==> config.mk <==
export PLATFORM = sky130hd
export DESIGN_NAME = ula_div_unit_flat
export DESIGN_NICKNAME = d
export VERILOG_FILES = /design/src/rtl/ula_div_unit_if.sv /design/src/rtl/ula_div_unit.sv /design/src/flat_wrapper.sv
export SDC_FILE = /design/constraint.sdc
export NUM_CORES = 1
export LEC_CHECK = 0
export ABC_CLOCK_PERIOD_IN_PS = 8800
export CORE_MARGIN = 2
export CORE_UTILIZATION = 55
export CTS_BUF_LIST = sky130_fd_sc_hd__clkbuf_16
export CTS_CLUSTER_SIZE = 8
export DETAILED_ROUTE_END_ITERATION = 7
export PLACE_DENSITY = 0.76
export SKIP_CTS_REPAIR_TIMING = 1
export SKIP_LAST_GASP = 1
export SLEW_MARGIN = 20
export SYNTH_ARGS = -nofsm -noshare
export SYNTH_HDL_FRONTEND = slang
export SYNTH_SLANG_ARGS = --single-unit
==> constraint.sdc <==
create_clock -name clk -period 8.8 [get_ports clk]
set_input_delay 1.32 -clock clk [delete_from_list [all_inputs] [get_ports clk]]
set_output_delay 1.32 -clock clk [all_outputs]
set_load 0.01 [all_outputs]
==> src/rtl/ula_div_unit_if.sv <==
// rtl/ula_div_unit_if.sv - request/response bundle between control unit and divide engine
interface ula_div_unit_if #(
  parameter int WIDTH = 32
);
  logic             start;
  logic [3:0]       ula_control;
  logic [WIDTH-1:0] a;
  logic [WIDTH-1:0] b;
  logic             busy;
  logic             done;
  logic [WIDTH-1:0] result;

  modport master (
    output start, ula_control, a, b,
    input  busy, done, result
  );

  modport slave (
    input  start, ula_control, a, b,
    output busy, done, result
  );
endinterface

==> src/rtl/ula_div_unit.sv <==
// rtl/ula_div_unit.sv - multi-cycle signed divide/remainder engine for ULA codes 0111/1000/1001/1010
module ula_div_unit #(
  parameter int WIDTH         = 32,
  parameter int CONST_DIVISOR = 10
) (
  input logic          clk,
  input logic          rst_n,
  ula_div_unit_if.slave bus
);

  localparam int               CW       = $clog2(WIDTH);
  localparam logic [CW-1:0]    CNT_LAST = CW'(WIDTH - 1);
  localparam logic [WIDTH-1:0] CONST_D  = WIDTH'(CONST_DIVISOR);
  localparam logic [WIDTH-1:0] MIN_NEG  = {1'b1, {(WIDTH-1){1'b0}}};

  typedef enum logic [2:0] {S_IDLE, S_SETUP, S_CALC, S_FIX, S_DONE} state_t;

  state_t           state;
  logic             busy_q;
  logic             done_q;
  logic [WIDTH-1:0] result_q;
  logic [WIDTH-1:0] a_q;
  logic [WIDTH-1:0] d_q;
  logic [3:0]       op_q;
  logic [WIDTH-1:0] dq_q;
  logic [WIDTH-1:0] dmag_q;
  logic [WIDTH:0]   rem_q;
  logic [CW-1:0]    cnt_q;
  logic             q_neg_q;
  logic             r_neg_q;

  logic             accept;
  logic             const_op;
  logic             is_rem;
  logic             special;
  logic [WIDTH-1:0] special_res;
  logic [WIDTH-1:0] a_mag;
  logic [WIDTH-1:0] d_mag;
  logic [WIDTH:0]   rem_shift;
  logic [WIDTH:0]   trial;
  logic [WIDTH-1:0] q_fix;
  logic [WIDTH-1:0] r_fix;

  assign bus.busy   = busy_q;
  assign bus.done   = done_q;
  assign bus.result = result_q;

  always_comb begin
    accept      = 1'b0;
    const_op    = 1'b0;
    is_rem      = (op_q == 4'b1000) || (op_q == 4'b1010);
    special     = 1'b0;
    special_res = '0;
    a_mag       = a_q[WIDTH-1] ? -a_q : a_q;
    d_mag       = d_q[WIDTH-1] ? -d_q : d_q;
    rem_shift   = {rem_q[WIDTH-1:0], dq_q[WIDTH-1]};
    trial       = rem_shift - {1'b0, dmag_q};
    q_fix       = q_neg_q ? -dq_q : dq_q;
    r_fix       = WIDTH'(r_neg_q ? -rem_q : rem_q);

    case (bus.ula_control)
      4'b0111, 4'b1000: accept = bus.start;
      4'b1001, 4'b1010: begin
        accept   = bus.start;
        const_op = 1'b1;
      end
      default: accept = 1'b0;
    endcase

    // RISC-V conventions: x/0 gives -1 rem x; MIN/-1 gives MIN rem 0
    if (d_q == '0) begin
      special     = 1'b1;
      special_res = is_rem ? a_q : '1;
    end else if (a_q == MIN_NEG && d_q == '1) begin
      special     = 1'b1;
      special_res = is_rem ? '0 : a_q;
    end
  end

  always_ff @(posedge clk or negedge rst_n) begin
    if (!rst_n) begin
      state    <= S_IDLE;
      busy_q   <= 1'b0;
      done_q   <= 1'b0;
      result_q <= '0;
      a_q      <= '0;
      d_q      <= '0;
      op_q     <= '0;
      dq_q     <= '0;
      dmag_q   <= '0;
      rem_q    <= '0;
      cnt_q    <= '0;
      q_neg_q  <= 1'b0;
      r_neg_q  <= 1'b0;
    end else begin
      case (state)
        S_IDLE: begin
          if (accept) begin
            a_q    <= bus.a;
            d_q    <= const_op ? CONST_D : bus.b;
            op_q   <= bus.ula_control;
            busy_q <= 1'b1;
            state  <= S_SETUP;
          end
        end
        S_SETUP: begin
          q_neg_q <= a_q[WIDTH-1] ^ d_q[WIDTH-1];
          r_neg_q <= a_q[WIDTH-1];
          if (special) begin
            result_q <= special_res;
            busy_q   <= 1'b0;
            done_q   <= 1'b1;
            state    <= S_DONE;
          end else begin
            dq_q   <= a_mag;
            dmag_q <= d_mag;
            rem_q  <= '0;
            cnt_q  <= '0;
            state  <= S_CALC;
          end
        end
        S_CALC: begin
          // dq_q shifts dividend bits out the top while quotient bits enter at the bottom
          dq_q  <= {dq_q[WIDTH-2:0], ~trial[WIDTH]};
          rem_q <= trial[WIDTH] ? rem_shift : trial;
          cnt_q <= cnt_q + CW'(1);
          if (cnt_q == CNT_LAST) begin
            state <= S_FIX;
          end
        end
        S_FIX: begin
          result_q <= is_rem ? r_fix : q_fix;
          busy_q   <= 1'b0;
          done_q   <= 1'b1;
          state    <= S_DONE;
        end
        S_DONE: begin
          done_q <= 1'b0;
          state  <= S_IDLE;
        end
        default: begin
          busy_q <= 1'b0;
          done_q <= 1'b0;
          state  <= S_IDLE;
        end
      endcase
    end
  end

endmodule
==> src/flat_wrapper.sv <==
// flat-port wrapper written by rule: the top's interface ports become plain ports
module ula_div_unit_flat 
#(
  parameter int WIDTH         = 32,
  parameter int CONST_DIVISOR = 10
)
  (clk, rst_n, bus_start, bus_ula_control, bus_a, bus_b, bus_busy, bus_done, bus_result);
  ula_div_unit_if #(.WIDTH(WIDTH)) bus_i ();
  input logic clk;
  input logic rst_n;
  input wire logic [$bits(bus_i.start)-1:0] bus_start;
  input wire logic [$bits(bus_i.ula_control)-1:0] bus_ula_control;
  input wire logic [$bits(bus_i.a)-1:0] bus_a;
  input wire logic [$bits(bus_i.b)-1:0] bus_b;
  output wire logic [$bits(bus_i.busy)-1:0] bus_busy;
  output wire logic [$bits(bus_i.done)-1:0] bus_done;
  output wire logic [$bits(bus_i.result)-1:0] bus_result;
  assign bus_i.start = bus_start;
  assign bus_i.ula_control = bus_ula_control;
  assign bus_i.a = bus_a;
  assign bus_i.b = bus_b;
  assign bus_busy = bus_i.busy;
  assign bus_done = bus_i.done;
  assign bus_result = bus_i.result;
  ula_div_unit #(.WIDTH(WIDTH), .CONST_DIVISOR(CONST_DIVISOR)) u_core (.clk(clk), .rst_n(rst_n), .bus(bus_i));
endmodule
Word level (Yosys, flattened, before mapping)
Index checks and enable logic that the tools add are counted.
- output and inout bits: 34
- register bits: 208
- bits of input ports: 71
- logic and storage cells: 90
- equality and inequality tests: 17
- add/sub/neg operators: 6
- reductions and logical operators: 17
- bitwise operators: 5
- mux-type cells: 32
- operators with widths (operator ; count):
    2-to-1 mux 32 bit ; 14
    case mux 32 bit (2 select lines) ; 3
    negation 32 bit ; 4
    equality test 32 bit, second input constant ; 2
    subtractor 33 x 32 -> 33 bit ; 1
    zero test 32 bit ; 1
    equality test 4 bit, second input constant ; 5
    case mux 3 bit (4 select lines) ; 1
    AND reduction 2 bit ; 6
    case mux 5 bit (2 select lines) ; 1
    2-to-1 mux 3 bit ; 3
    2-to-1 mux 1 bit ; 7
    equality test 3 x 2 -> 1 bit, second input constant ; 2
    != test 2 x 1 -> 1 bit, second input constant ; 3
    case mux 1 bit (3 select lines) ; 2
    OR reduction 2 bit ; 3
    adder 5 x 1 -> 5 bit, second input constant ; 1
    equality test 5 bit, second input constant ; 1
    2-to-1 mux 5 bit ; 1
    equality test 4 x 3 -> 1 bit, second input constant ; 1
    NOT 1 bit ; 4
    nonzero test 2 bit ; 2
    OR reduction 4 bit ; 1
    equality test 3 x 1 -> 1 bit, second input constant ; 1
    7 further kinds ; 7

Depth between registers and ports, before layout
Gate-level depths: netlist of the first run.
- depth in word-level cells: 7
- mapped depth: 13
- gate-level depth less buffers: 12

Least setup slack after synthesis of the first run
OpenSTA, ideal clock, no wires.
- path type: register to register
- start point: register u_core.rem_q[9]
- end point: register u_core.rem_q[24]
- stages on the path, launching flop included: 13
- arrival: 2.965 ns
- setup slack: 5.702 ns
- period minus slack after synthesis: 3.098 ns
- cells stage by stage: dfrtp_1 ha_1 clkbuf_1 a21oi_1 nand2_1 a221o_1 o2111ai_1 a211oi_1 or4b_1 nand3_1 buf_2 mux2i_1 o21ai_0
- word-level cells in the longest chain between the ends: 3
- RTL lines (element ; line ; text):
    start: declaration ; ula_div_unit.sv:27 ; logic [WIDTH:0] rem_q;
    start signal: assignment ; ula_div_unit.sv:125 ; rem_q <= trial[WIDTH] ? rem_shift : trial;
    subtractor 33 x 32 -> 33 bit ; ula_div_unit.sv:57 ; trial = rem_shift - {1'b0, dmag_q};
    2-to-1 mux 32 bit ; ula_div_unit.sv:125 ;
    case mux 32 bit (2 select lines) ; ula_div_unit.sv:96 ; case (state)
Every way passes these cells.
A chain may end at the register's enable or synchronous reset.

Final worst setup path of the first run
- start point: register u_core.dq_q[31]
- end point: register u_core.rem_q[0]
- word-level cells in the longest chain between the ends: 3
- RTL lines (element ; line ; text):
    start: declaration ; ula_div_unit.sv:25 ; logic [WIDTH-1:0] dq_q;
    start signal: assignment ; ula_div_unit.sv:115 ; dq_q <= a_mag;
    start signal: assignment ; ula_div_unit.sv:124 ; dq_q <= {dq_q[WIDTH-2:0], ~trial[WIDTH]};
    subtractor 33 x 32 -> 33 bit ; ula_div_unit.sv:57 ;
    2-to-1 mux 32 bit * ; ula_div_unit.sv:125 ;
    case mux 32 bit (2 select lines) * ; ula_div_unit.sv:96 ;
Mark *: on every way between the ends. The rest lies on a longest branch, timed or not.

==> run summary, run 1 <==
I/O pin total: 105
post-layout net count: 1729
FF+latch count, synth: 207
GP Congestion: 0.9051
Pre-Repair DR Iteration Count: 5
met1 WL: 16390 um
nature of the critical path endpoint: flop
cells on worst reg2reg path: 13
critical path startpoint category: flop
Die Area: 25940 um2
dpl hpwl: 26380 um
area delta synth->final: 13.70%
Final period util: 46.44%
Hold Path Stages: 2
Final Skew: 20.91 ps
core area: 24250 um2
CTS tree: done
Vias/cell: 6.169
register area share after synthesis: 38.18%
clk sinks: 207
H-tree depth: 1
worst-skew pair later-pin latency: 570 ps
crit path DAT: 4560 ps
Max Used Layer: met4
ys flop type: dfrtp_1
via count: 11980
final setup TNS: 0 ps
Synth Net Count: 1682
synthesis warning total: 0
Slew headroom: 29.40%
most frequent CP cell: a211oi_1
RSZ-0062 raised after global routing: false
Tmin final: 4087 ps
Mapped Cells: 1571
terminus of the critical flop-to-flop path: u_core.rem_q[0]
final setup violation count: 0
n_diodes: 0
Slowest-stage cell, CP: a211oi_1
Clock Pin Slew Worst Setup and Hold Paths: 50 ps
drt drc: 0
Die Ht: 161.1 um
DRT Wirelength: 37160 um
PD cells: 423.7 nW/um2
Yosys cell types: 74
worst vdd rail ir drop: 0.2284 mV
I/O Buffers: 104
starting density of the core: 55.95%
Worst Path Required: 9270 ps
initial antenna violation count: 0
cts bufs inserted: 29
CP max FO: 27
first-pass GRT wire length: 60630 um
ANT nets after route: 0
Clock Tree Buf Depth: 3
final hold vios: 0
reg2reg setup slack: 4710 ps
Largest stage delay, worst path: 470 ps
final core utilization: 63.62%
GRT Overall Usage: 28.89%
Root Buffer: clkbuf_16
worst hold path class: flop to flop
Slew @ Worst Pin: 1059 ps
status: finished clean
Initial DRC Count: 1127
Setup CP Type: flop to flop
routed len/inst: 19.13 um
leakage: 6.551 nW
synthesized area per cell: 8.637 um2
fillers: 2077
crit path cell chain: inv_1 > ha_1 > fa_1 > nor2b_1 > o211ai_1 > a211oi_1 > o2111ai_1 > a211oi_1 > o21ai_1 > nand3_1 > buf_4 > mux2_2 > o21ai_0
Die Width: 161.1 um
vias in the first global route: 11340
Reg-to-Reg Start: u_core.dq_q[31]
gr ovfl total: 0
layout cells sized above 1: 6.799%
number of max-cap violations: 0
Met2 Wirelength: 17010 um
WHS Endpoint: u_core.bus.result[14]
hold path start: u_core.bus.result[14]
Hold Slack: 471.4 ps
ys async rst share: 100.0%
largest net degree at the start of global routing: 100
row count: 57
Post-Syn Area: 13570 um2
fmax: 244.7 MHz
count of final max-slew check failures: 0
Post-synth EDFFs: 0
met3 wire len: 2563 um
synth_stat cells (all sizes together) (3+ instances only):
master / number / area (um2)
a221oi: 8 / 88.83
o21ai: 173 / 865.8
a21o: 12 / 90.09
a32oi: 5 / 43.79
inv: 49 / 183.9
a21oi: 96 / 484.2
xor2: 83 / 727.0
o31ai: 47 / 352.8
o21bai: 5 / 37.54
and4: 3 / 26.28
clkbuf: 69 / 259.0
dfrtp: 207 / 5180
o211ai: 16 / 120.1
or2: 11 / 71.32
nand2: 242 / 908.4
a21boi: 5 / 37.54
and3: 3 / 18.77
o221ai: 3 / 26.28
o21a: 5 / 37.54
a211oi: 13 / 97.59
o41ai: 23 / 201.4
nor4: 17 / 151.4
nor3: 19 / 100.1
nand4: 13 / 81.33
and2: 7 / 46.30
nor2: 99 / 374.1
xnor2: 62 / 543.0
nand3: 34 / 170.2
mux2i: 31 / 310.3
nand2b: 15 / 93.84
a2111oi: 3 / 45.05
o31a: 3 / 26.28
a221o: 10 / 100.1
buf: 31 / 190.2
ha: 39 / 488.0
a31oi: 8 / 50.05
or3: 11 / 68.82
nor2b: 9 / 56.30
mux2: 37 / 416.7
nand3b: 4 / 30.03
or4: 16 / 127.6
final cells by class:
cell class | instances | area (um2) | area share [%]
Clock buffer | 29 | 725.7 | 4.704
Clock inverter | 2 | 23.77 | 0.1541
Inverter | 49 | 183.9 | 1.192
Multi-Input combinational cell | 1215 | 7774 | 50.39
Sequential cell | 207 | 5180 | 33.58
Tap cell | 324 | 405.4 | 2.628
Timing Repair Buffer | 116 | 1135 | 7.356
worst max-delay path by stage:
stage,startpoint,to
after floorplan,u_core.rem_q[9],u_core.rem_q[24]
after global placement,u_core.d_q[2],u_core.dq_q[26]
after detailed placement,u_core.dq_q[31],u_core.rem_q[30]
after CTS,u_core.dq_q[31],u_core.rem_q[0]
after global routing,u_core.dq_q[31],u_core.rem_q[0]
final,u_core.dq_q[31],u_core.rem_q[0]
where the power goes:
group          switching, mW  internal (mW)  total [mW]
sequential             0.623           1.36        1.99
combinational           2.01           1.56        3.57
clock                  0.405          0.576       0.981
cells by family (layout without fill, tap and decap cells):
| group | count (synthesis) | count (layout) | share of synthesized area, % |
|---|---|---|---|
| AOI/OAI and AO/OA | 449 | 449 | 20.91 |
| xor gates and xnor gates | 145 | 145 | 9.360 |
| and+or+nand+nor | 513 | 513 | 17.79 |
| buffers and inverters | 149 | 196 | 4.666 |
| DFF | 207 | 207 | 38.18 |
| muxes | 68 | 68 | 5.358 |
| adders and majority gates | 40 | 40 | 3.744 |
placed cells by master, fill, tap and decap left out, types with 11 or more instances in the layout:
cell / synthesis / final
a21o_1: 12 / 12
o21ai_1: 25 / 24
mux2i_1: 31 / 31
a211oi_1: 13 / 13
o21ai_0: 148 / 148
mux2_2: 37 / 37
clkdlybuf4s50_1: 0 / 103
o41ai_1: 23 / 23
nand4_1: 13 / 13
xor2_1: 83 / 83
or4_1: 14 / 13
dfrtp_1: 207 / 207
a21oi_1: 95 / 95
nor4_1: 14 / 14
nand3_1: 34 / 34
nor2_1: 98 / 98
ha_1: 39 / 39
inv_1: 48 / 49
nor3_1: 18 / 18
o31ai_1: 47 / 47
nand2b_1: 15 / 14
nand2_1: 242 / 242
buf_4: 7 / 12
or3_1: 11 / 11
o211ai_1: 16 / 16
clkbuf_16: 0 / 29
xnor2_1: 62 / 62
metal layers:
metal | up-vias | track usage (%)
li1 | 5689 | -
met5 | - | 0
met2 | 457 | 45.30
met3 | 76 | 4.263
met1 | 5759 | 41.31
met4 | 0 | 9.781
registers in the layout, summed over array words and instances, names as in the netlist:
name / flops
u_core.a_q: 32
u_core.bus.result: 32
u_core.d_q: 32
u_core.dmag_q: 32
u_core.dq_q: 32
u_core.rem_q: 32
u_core.cnt_q: 5
u_core.op_q: 3
u_core.state: 3
u_core.bus.busy: 1
u_core.bus.done: 1
u_core.q_neg_q: 1
u_core.r_neg_q: 1
critical path: cells and delay by family (launching register included):
family                   cells  cell delay, ps
AO/OA/AOI/OAI                6            1640
adder cells (fa/ha/maj)      2             610
buffers and inverters        2             540
AND/OR/NAND/NOR              2             460
multiplexers                 1             380
flip-flops                   1             360
metrics by stage:
stage / std cells / total power, mW / area, um2 / setup slack, ps
after floorplan: 1571 / 4.538 / 13570 / 5702
after global placement: 1911 / 5.379 / 14680 / 4939
after detailed placement: 1911 / 5.486 / 14680 / 4799
after CTS: 1942 / 6.501 / 15430 / 4748
after global routing: 1942 / 7.039 / 15430 / 4301
final: 1942 / 6.536 / 15430 / 4713
(Power assumes the default switching activity.)
==> run 2: changes to the inputs <==
Settings changed: ABC_CLOCK_PERIOD_IN_PS 8800 to 3700, CORE_UTILIZATION 55 to 54, PLACE_DENSITY 0.76 to 0.78.
Clock period 8.8 ns to 3.7 ns, I/O delays scaled along.
==> run summary, run 2 (synthesis results as in run 1) <==
vias in the first global route: 11530
dpl ws: 163.5 ps
worst vdd rail ir drop: 0.5057 mV
I/O pin total: 105
most frequent CP cell: a211oi_2
GR Util met1: 40.10%
crit path cell chain: inv_1 > ha_1 > fa_1 > nor2b_1 > o211ai_1 > a211oi_2 > o2111ai_1 > a211oi_2 > or4b_1 > nand3_1 > buf_6 > mux2i_1 > o21ai_0
fmax: 286.1 MHz
most common cell after layout, fill and taps aside: nand2_1
GP Congestion: 0.9350
Slew @ Worst Pin: 911.2 ps
largest net degree at the start of global routing: 111
RSZ-0062 raised after global routing: true
Die Width: 162.5 um
Final Skew: 10.63 ps
worst hold path class: input pin to asynchronous set/reset pin
Finished Cell Area: 15760 um2
status: finished clean
ANT nets after route: 0
row count: 58
clk sinks: 207
worst-skew pair later-pin latency: 560 ps
Critical path buffers and inverters: 2
Setup CP Type: flop to flop
Initial DRC Count: 1038
cells on worst reg2reg path: 13
worst setup margin: 205.3 ps
Root Buffer: clkbuf_16
drt drc: 0
leakage: 6.732 nW
GRT Overall Usage: 28.82%
met2 capacity usage during global routing: 45.38%
final setup TNS: 0 ps
Slew headroom: 39.10%
starting density of the core: 54.51%
terminus of the critical flop-to-flop path: u_core.rem_q[7]
layout cells sized above 1: 8.622%
routed len/inst: 19.08 um
met3 GRT Util: 5.500%
number of max-cap violations: 0
Vias/cell: 6.106
delay-heaviest family, CP: compound AO/OA/AOI/OAI gates
Worst Path Required: 4100 ps
most frequent cells in the layout: nand2_1, dfrtp_1, o21ai_0
dpl hpwl: 27470 um
gr ovfl total: 0
CP max FO: 20
Reg-to-Reg Start: u_core.dq_q[31]
I/O Buffers: 104
Area after DPL: 14990 um2
area delta synth->final: 16.15%
PD cells: 1007 nW/um2
Die Ht: 162.5 um
critical path startpoint category: flop
Tmin final: 3495 ps
Clock Pin Slew Worst Setup and Hold Paths: 60 ps
post-layout net count: 1758
count of final max-slew check failures: 0
nature of the critical path endpoint: flop
first-pass GRT wire length: 61360 um
H-tree depth: 1
Pre-Repair DR Iteration Count: 6
final hold vios: 0
Levels on crit path: 13
Largest stage delay, worst path: 580 ps
reg2reg setup slack: 210 ps
cts bufs inserted: 29
core area: 24890 um2
Final period util: 94.45%
DRT Wirelength: 37750 um
final setup violation count: 0
Die Area: 26410 um2
initial antenna violation count: 0
CTS tree: done
Clock Tree Buf Depth: 3
crit path DAT: 3890 ps
via count: 12080
GR peak layer: met2
Slowest-stage cell, CP: or4b_1
==> run 2: cell count changes in the layout (fill, tap and decap cells not counted), moves of 2 or more <==
cell | before | now
a211oi_1 | 13 | 11
a211oi_2 | 0 | 2
buf_12 | 0 | 7
buf_4 | 12 | 33
==> run 2: worst max-delay path by stage <==
stage | startpoint | endpoint | slack [ps]
after detailed placement | u_core.dq_q[31] | u_core.rem_q[17] | 160
after floorplan | u_core.rem_q[9] | u_core.rem_q[24] | 600
after global placement | u_core.dq_q[31] | u_core.rem_q[19] | 320
after global routing | u_core.dq_q[31] | u_core.rem_q[19] | -30
final | u_core.dq_q[31] | u_core.rem_q[7] | 210
after CTS | u_core.dq_q[31] | u_core.rem_q[7] | 120
==> run 2: worst reg2reg max path: stages, from the launching register on <==
cell	delay, ps
dfrtp_1	390
inv_1	110
ha_1	220
fa_1	240
nor2b_1	80
o211ai_1	370
a211oi_2	150
o2111ai_1	300
a211oi_2	140
or4b_1	580
nand3_1	150
buf_6	280
mux2i_1	260
o21ai_0	90
==> run 2: per-layer routing <==
layer	routed length [um]	vias to the layer above
li1	-	5748
met1	16570	5756
met2	17110	490
met3	2838	84
met4	1230	0
met5	0	-
==> run 2: metrics by stage <==
stage          cells  utilization [%]  hold slack (ps)  power, mW
2_1_floorplan   1571                -            259.4      10.79
3_3_place_gp    1946            60.23            463.8      13.07
3_5_place_dp    1946            60.23            474.6      13.30
4_1_cts         1977            63.25            156.5      15.71
5_1_grt         1977            63.30            200.9      17.06
6_report        1978            63.31            121.2      15.88
==> run 2: where the power goes <==
group | internal, mW | total (mW) | switching, mW
clock network | 1.37 | 2.34 | 0.969
logic | 3.91 | 8.87 | 4.96
registers | 3.24 | 4.67 | 1.43
total | 8.52 | 15.9 | 7.36
==> run 2: cell type report <==
class / instances / area [um2]
fillers: 2123 / 9133
repair buffers: 145 / 1444
multi-input cells: 1215 / 7786
clock buffers: 29 / 725.7
inverters: 49 / 183.9
diodes: 1 / 2.502
flip-flops and latches: 207 / 5180
clock inverters: 2 / 23.77
well taps: 330 / 412.9
